--- src/rtl/mul_pkg.sv ---
// Shared types and sizing helpers for the shift-and-add multiplier.
package mul_pkg;

  // Controller states: waiting for operands, iterating, holding a result
  typedef enum logic [1:0] {
    IDLE = 2'd0,
    BUSY = 2'd1,
    DONE = 2'd2
  } state_t;

  // Width of the full double-width product for a given operand width
  function automatic int prodWidth(input int w);
    return 2 * w;
  endfunction

  // Iteration counter width: enough to hold 0..w
  function automatic int cntWidth(input int w);
    return $clog2(w) + 1;
  endfunction

endpackage

--- src/rtl/lshifter.sv ---
// Logical left shifter, zero-filled from the right.
module lshifter #(
  parameter int width       = 64,
  parameter int shamt_width = 6
) (
  input  logic [width-1:0]       din_i,
  input  logic [shamt_width-1:0] shamt_i,
  output logic [width-1:0]       dout_o
);

  assign dout_o = din_i << shamt_i;

endmodule

--- src/rtl/rlshifter.sv ---
// Logical right shifter, zero-filled from the left.
module rlshifter #(
  parameter int width       = 32,
  parameter int shamt_width = 5
) (
  input  logic [width-1:0]       din_i,
  input  logic [shamt_width-1:0] shamt_i,
  output logic [width-1:0]       dout_o
);

  assign dout_o = din_i >> shamt_i;

endmodule

--- src/rtl/shift_add_multiplier.sv ---
// Iterative shift-and-add multiplier, one partial product per cycle,
// with valid/ready handshakes on both sides and signed/unsigned operation
// chosen per transaction. Signed operands are multiplied as magnitudes and
// the sign is re-applied once at the end.
module shift_add_multiplier
  import mul_pkg::*;
#(
  parameter int width = 32
) (
  input  logic                 clk,
  input  logic                 rst_n,
  input  logic                 in_valid,
  output logic                 in_ready,
  input  logic [width-1:0]     a,
  input  logic [width-1:0]     b,
  input  logic                 is_signed,
  output logic                 out_valid,
  input  logic                 out_ready,
  output logic [2*width-1:0]   product
);

  localparam int PW  = prodWidth(width);
  localparam int CW  = cntWidth(width);
  localparam int LSW = $clog2(PW);
  localparam int RSW = $clog2(width);

  state_t           state_q;
  logic [PW-1:0]    acc_q;
  logic [PW-1:0]    mcand_q;
  logic [width-1:0] mplier_q;
  logic [CW-1:0]    count_q;
  logic             neg_q;
  logic [PW-1:0]    product_q;
  logic             out_valid_q;

  logic [width-1:0] a_mag_d;
  logic [width-1:0] b_mag_d;
  logic             neg_d;
  logic [PW-1:0]    acc_d;
  logic [PW-1:0]    product_d;
  logic [PW-1:0]    mcand_shl;
  logic [width-1:0] mplier_shr;
  logic             last_iter;

  // Per-iteration shifts of the multiplicand and multiplier
  lshifter #(
    .width       (PW),
    .shamt_width (LSW)
  ) u_mcand_shift (
    .din_i   (mcand_q),
    .shamt_i (LSW'(1)),
    .dout_o  (mcand_shl)
  );

  rlshifter #(
    .width       (width),
    .shamt_width (RSW)
  ) u_mplier_shift (
    .din_i   (mplier_q),
    .shamt_i (RSW'(1)),
    .dout_o  (mplier_shr)
  );

  // Operand magnitudes, result sign, conditional accumulate and final sign fix-up
  always_comb begin
    a_mag_d   = (is_signed && a[width-1]) ? -a : a;
    b_mag_d   = (is_signed && b[width-1]) ? -b : b;
    neg_d     = is_signed & (a[width-1] ^ b[width-1]);
    acc_d     = mplier_q[0] ? (acc_q + mcand_q) : acc_q;
    product_d = neg_q ? -acc_d : acc_d;
    last_iter = (count_q == CW'(width - 1));
  end

  // Controller and datapath registers; the most negative operand's magnitude
  // still fits unsigned in width bits, so no special case is needed
  always_ff @(posedge clk or negedge rst_n) begin
    if (!rst_n) begin
      state_q     <= IDLE;
      acc_q       <= '0;
      mcand_q     <= '0;
      mplier_q    <= '0;
      count_q     <= '0;
      neg_q       <= 1'b0;
      product_q   <= '0;
      out_valid_q <= 1'b0;
    end else begin
      case (state_q)
        IDLE: begin
          if (in_valid) begin
            mcand_q  <= {{width{1'b0}}, a_mag_d};
            mplier_q <= b_mag_d;
            neg_q    <= neg_d;
            acc_q    <= '0;
            count_q  <= '0;
            state_q  <= BUSY;
          end
        end
        BUSY: begin
          acc_q    <= acc_d;
          mcand_q  <= mcand_shl;
          mplier_q <= mplier_shr;
          count_q  <= count_q + CW'(1);
          if (last_iter) begin
            product_q   <= product_d;
            out_valid_q <= 1'b1;
            state_q     <= DONE;
          end
        end
        DONE: begin
          if (out_ready) begin
            out_valid_q <= 1'b0;
            state_q     <= IDLE;
          end
        end
        default: begin
          out_valid_q <= 1'b0;
          state_q     <= IDLE;
        end
      endcase
    end
  end

  assign in_ready  = (state_q == IDLE);
  assign out_valid = out_valid_q;
  assign product   = product_q;

endmodule
--- config.mk ---
export PLATFORM = sky130hd
export DESIGN_NAME = shift_add_multiplier
export DESIGN_NICKNAME = d
export VERILOG_FILES = /design/src/rtl/mul_pkg.sv /design/src/rtl/lshifter.sv /design/src/rtl/rlshifter.sv /design/src/rtl/shift_add_multiplier.sv
export SDC_FILE = /design/constraint.sdc
export NUM_CORES = 1
export LEC_CHECK = 0
export ABC_AREA = 1
export CAP_MARGIN = 20
export CELL_PAD_IN_SITES_DETAIL_PLACEMENT = 0
export CELL_PAD_IN_SITES_GLOBAL_PLACEMENT = 1
export CORE_ASPECT_RATIO = 0.75
export CORE_MARGIN = 4
export CORE_UTILIZATION = 30
export CTS_BUF_LIST = sky130_fd_sc_hd__clkbuf_4
export DETAILED_ROUTE_END_ITERATION = 10
export PLACE_DENSITY_LB_ADDON = 0.1
export SLEW_MARGIN = 20
export SYNTH_ARGS = -nofsm -noshare
export SYNTH_HDL_FRONTEND = slang
export SYNTH_SLANG_ARGS = --single-unit
--- constraint.sdc ---
create_clock -name clk -period 4.9 [get_ports clk]
set_input_delay 0.735 -clock clk [delete_from_list [all_inputs] [get_ports clk]]
set_output_delay 0.735 -clock clk [all_outputs]
set_load 0.01 [all_outputs]
==> metrics.txt <==
Core ar. 0.0654 sq mm; PwrDens 802 mW/mm^2; Clock Sink Count 234; CTS tree yes; GR Layer Usage met3 5.02%; CTS root buf clkbuf_4; Hold WC Path Type reg -> reg; crit path to product[46]; Nets 3507; Synth Warn # 0; Synth Area per Inst 6.14 sq um; Cell Area, Synth 0.0199 sq mm; Required @ worst endpoint 5.55 ns; fin. max-slew vios 0; Tot GR Track Use 23.1%; Die H 231 microns; outcome finished, final reports clean; most frequent cells in the layout nand2_1, inv_1, nor2_1; CP endpoint kind flip-flop; Starting DRT DRC Count 1756; Worst-Margin Slew 0.990 ns; RD Place Congestion 0.969; DRT Wirelength 82.5 mm; clock skew 0.0617 ns; ys flop type dfrtp_1; GR peak layer met1; max cap viols 0; number of synthesized register bits 234; final period demand of the worst path 3.84 ns; Period Utilization, post-route 78.5%; Unique masters post-synth 53; crit path DAT 4.49 ns; residual DRC count 0; IO Pins 135; initial antenna violation count 2; RSZ-0062 raised after global routing no; final hold violation count 0; R2R Setup Slk 1.06 ns; most common cell after layout, fill and taps aside nand2_1; clock slew seen by the registers of the worst setup and hold paths 0.06 ns; Syn Inst Count 3232; largest net degree at the start of global routing 105; HPWL Detailed 65.5 mm; sequential share of the synthesized area 29.5%; fmax 260 MHz; H-tree lvl count 3; chip width 305 microns; Synthesized Nets 3369; Routed wire per std cell 19.2 microns; leakage power 12.1 nW; CP startpoint acc_q[24]; Reg2Reg Depth 18; FP Rows 81; Setup TNS 0 ns; grt ovf 0; drt pass-1 iters 5; die area 0.0704 sq mm; Initial Utilization 30.4%; Clock Latency Late Sink 0.82 ns; Critical Path Fanout Max 5; Clock Tree Buf Depth 3; Synth async-reset ratio 100%; Crit Path Category reg -> reg; Final setup violation count 0; vias in the first global route 19900; capture point of the worst reg-to-reg path product[46]; Vias/cell 4.87; Layout area overhead 16.2%; met1 usage 38.1%; Post-DRT Antenna Nets 0; worst r2r src acc_q[24]; PortBufs 134; dpl cells 4166; Peak VDD IR 308 uV; multi-input logic area 0.0116 sq mm; CTS Buf Count 72; Final Non-Filler Cells 4288; global-route wire length before repair 124 mm; via count 20900; nature of the critical path startpoint flip-flop; relative slew slack 34.0%; Fill cells 7285; layout cells sized above 1 8.78%; register area 0.00586 sq mm; met2 global-route usage 29.7%; number of synthesized flops with an enable pin 0; Post-CTS Setup Inserts 0
-- where the power goes --
part	internal (mW)	switching, mW	total, mW
clock	1.17	0.981	2.15
sequential	2.80	0.839	3.64
combinational	3.77	8.94	12.7
-- state kept, by name, summed over array words and instances, names as in the netlist --
register,cells
acc_q,64
mplier_q,32
product,64
state_q,2
mcand_q,64
neg_q,1
out_valid,1
count_q,6
-- cell families after synthesis --
group,share of synthesized area (%)
and+or+nand+nor,39.3
buffers and inverters,12.0
AOI/OAI and AO/OA,11.4
DFF,29.5
xor gates and xnor gates,3.35
adders and majority gates,4.32
muxes,0.113
-- critical path, stage by stage (launching register included) --
cell,delay [ns]
dfrtp_1,0.49
ha_1,0.53
nand2_1,0.19
nor2_2,0.21
inv_2,0.06
nor2_1,0.20
a21oi_1,0.14
nand2_1,0.13
nand2_1,0.06
nand3_1,0.24
nand2_1,0.25
nor2_2,0.26
nand3_1,0.10
nor2_1,0.25
nand3_1,0.15
nand2_1,0.15
nand2_1,0.07
nand3_1,0.15
nand2_1,0.08
-- cell type report --
cell class	instances	area share [%]
inverters	541	8.81
multi-input cells	2371	50.4
well taps	871	4.72
clock inverters	18	0.813
clock buffers	102	3.32
flip-flops and latches	234	25.4
repair buffers	150	6.53
diodes	1	0.0108
-- stage by stage --
step                hold slack, ns  utilization, %  worst slack, ns  area [sq um]  total power [mW]
floorplan                    0.439               -             2.02         19900              11.5
global placement             0.468            33.8             1.18         22100              16.0
detailed placement           0.464            33.8             1.15         22100              16.1
CTS                          0.481            35.3             1.08         23100              18.4
global route                 0.501            35.3            0.735         23100              20.2
finish                       0.480            35.3             1.06         23100              18.5
-- Yosys cell counts, types with 3 or more instances --
| cell | count | share of area (%) |
|---|---|---|
| nand3_2 | 15 | 0.76 |
| a22oi_1 | 59 | 2.2 |
| a21oi_1 | 65 | 1.6 |
| a22o_1 | 4 | 0.18 |
| o22ai_1 | 71 | 2.2 |
| nand2_4 | 3 | 0.17 |
| nor2_2 | 43 | 1.4 |
| clkbuf_1 | 55 | 1.0 |
| nor4_1 | 7 | 0.22 |
| clkinv_1 | 6 | 0.11 |
| nor2_4 | 6 | 0.34 |
| o21ai_1 | 14 | 0.35 |
| nand2_1 | 1187 | 22 |
| nor3_2 | 6 | 0.30 |
| a31oi_1 | 4 | 0.13 |
| nor3_1 | 35 | 0.88 |
| buf_2 | 16 | 0.40 |
| o31ai_1 | 6 | 0.23 |
| a21oi_2 | 4 | 0.18 |
| xor2_1 | 53 | 2.3 |
| nand4_1 | 26 | 0.82 |
| nand3b_1 | 6 | 0.23 |
| nand3_1 | 215 | 5.4 |
| nor2_1 | 239 | 4.5 |
| or2_1 | 3 | 0.095 |
| xnor2_1 | 23 | 1.0 |
| nand2_2 | 43 | 1.4 |
| ha_1 | 67 | 4.2 |
| dfrtp_1 | 234 | 29 |
| inv_1 | 501 | 9.5 |
| o21ai_2 | 3 | 0.13 |
| o21ai_0 | 140 | 3.5 |
| inv_2 | 33 | 0.62 |
| o21a_1 | 3 | 0.11 |
| buf_1 | 13 | 0.25 |
-- per-layer routing --
metal / part of all wire (%) / vias up
li1: - / 10500
met1: 55 / 9765
met2: 36 / 580
met3: 7.4 / 88
met4: 1.7 / 0
met5: 0 / -
-- repair_timing --
item / in CTS / in global routing
hold endpoints to repair: 21 / 0
setup endpoints to repair: 0 / 0
gates resized for setup: 0 / 0
hold buffers: 1 / 0
-- worst min path at each step --
stage / startpoint / endpoint / slack [ns] / depth (start not counted)
after floorplan: rst_n / acc_q[0] / 0.44 / 0
after global placement: product[59] / product[59] / 0.47 / 2
after detailed placement: product[63] / product[63] / 0.46 / 2
after CTS: mplier_q[22] / mplier_q[21] / 0.48 / 2
after global routing: product[46] / product[46] / 0.50 / 2
final: product[46] / product[46] / 0.48 / 2
No activity file was read; power rests on OpenSTA's default activity.
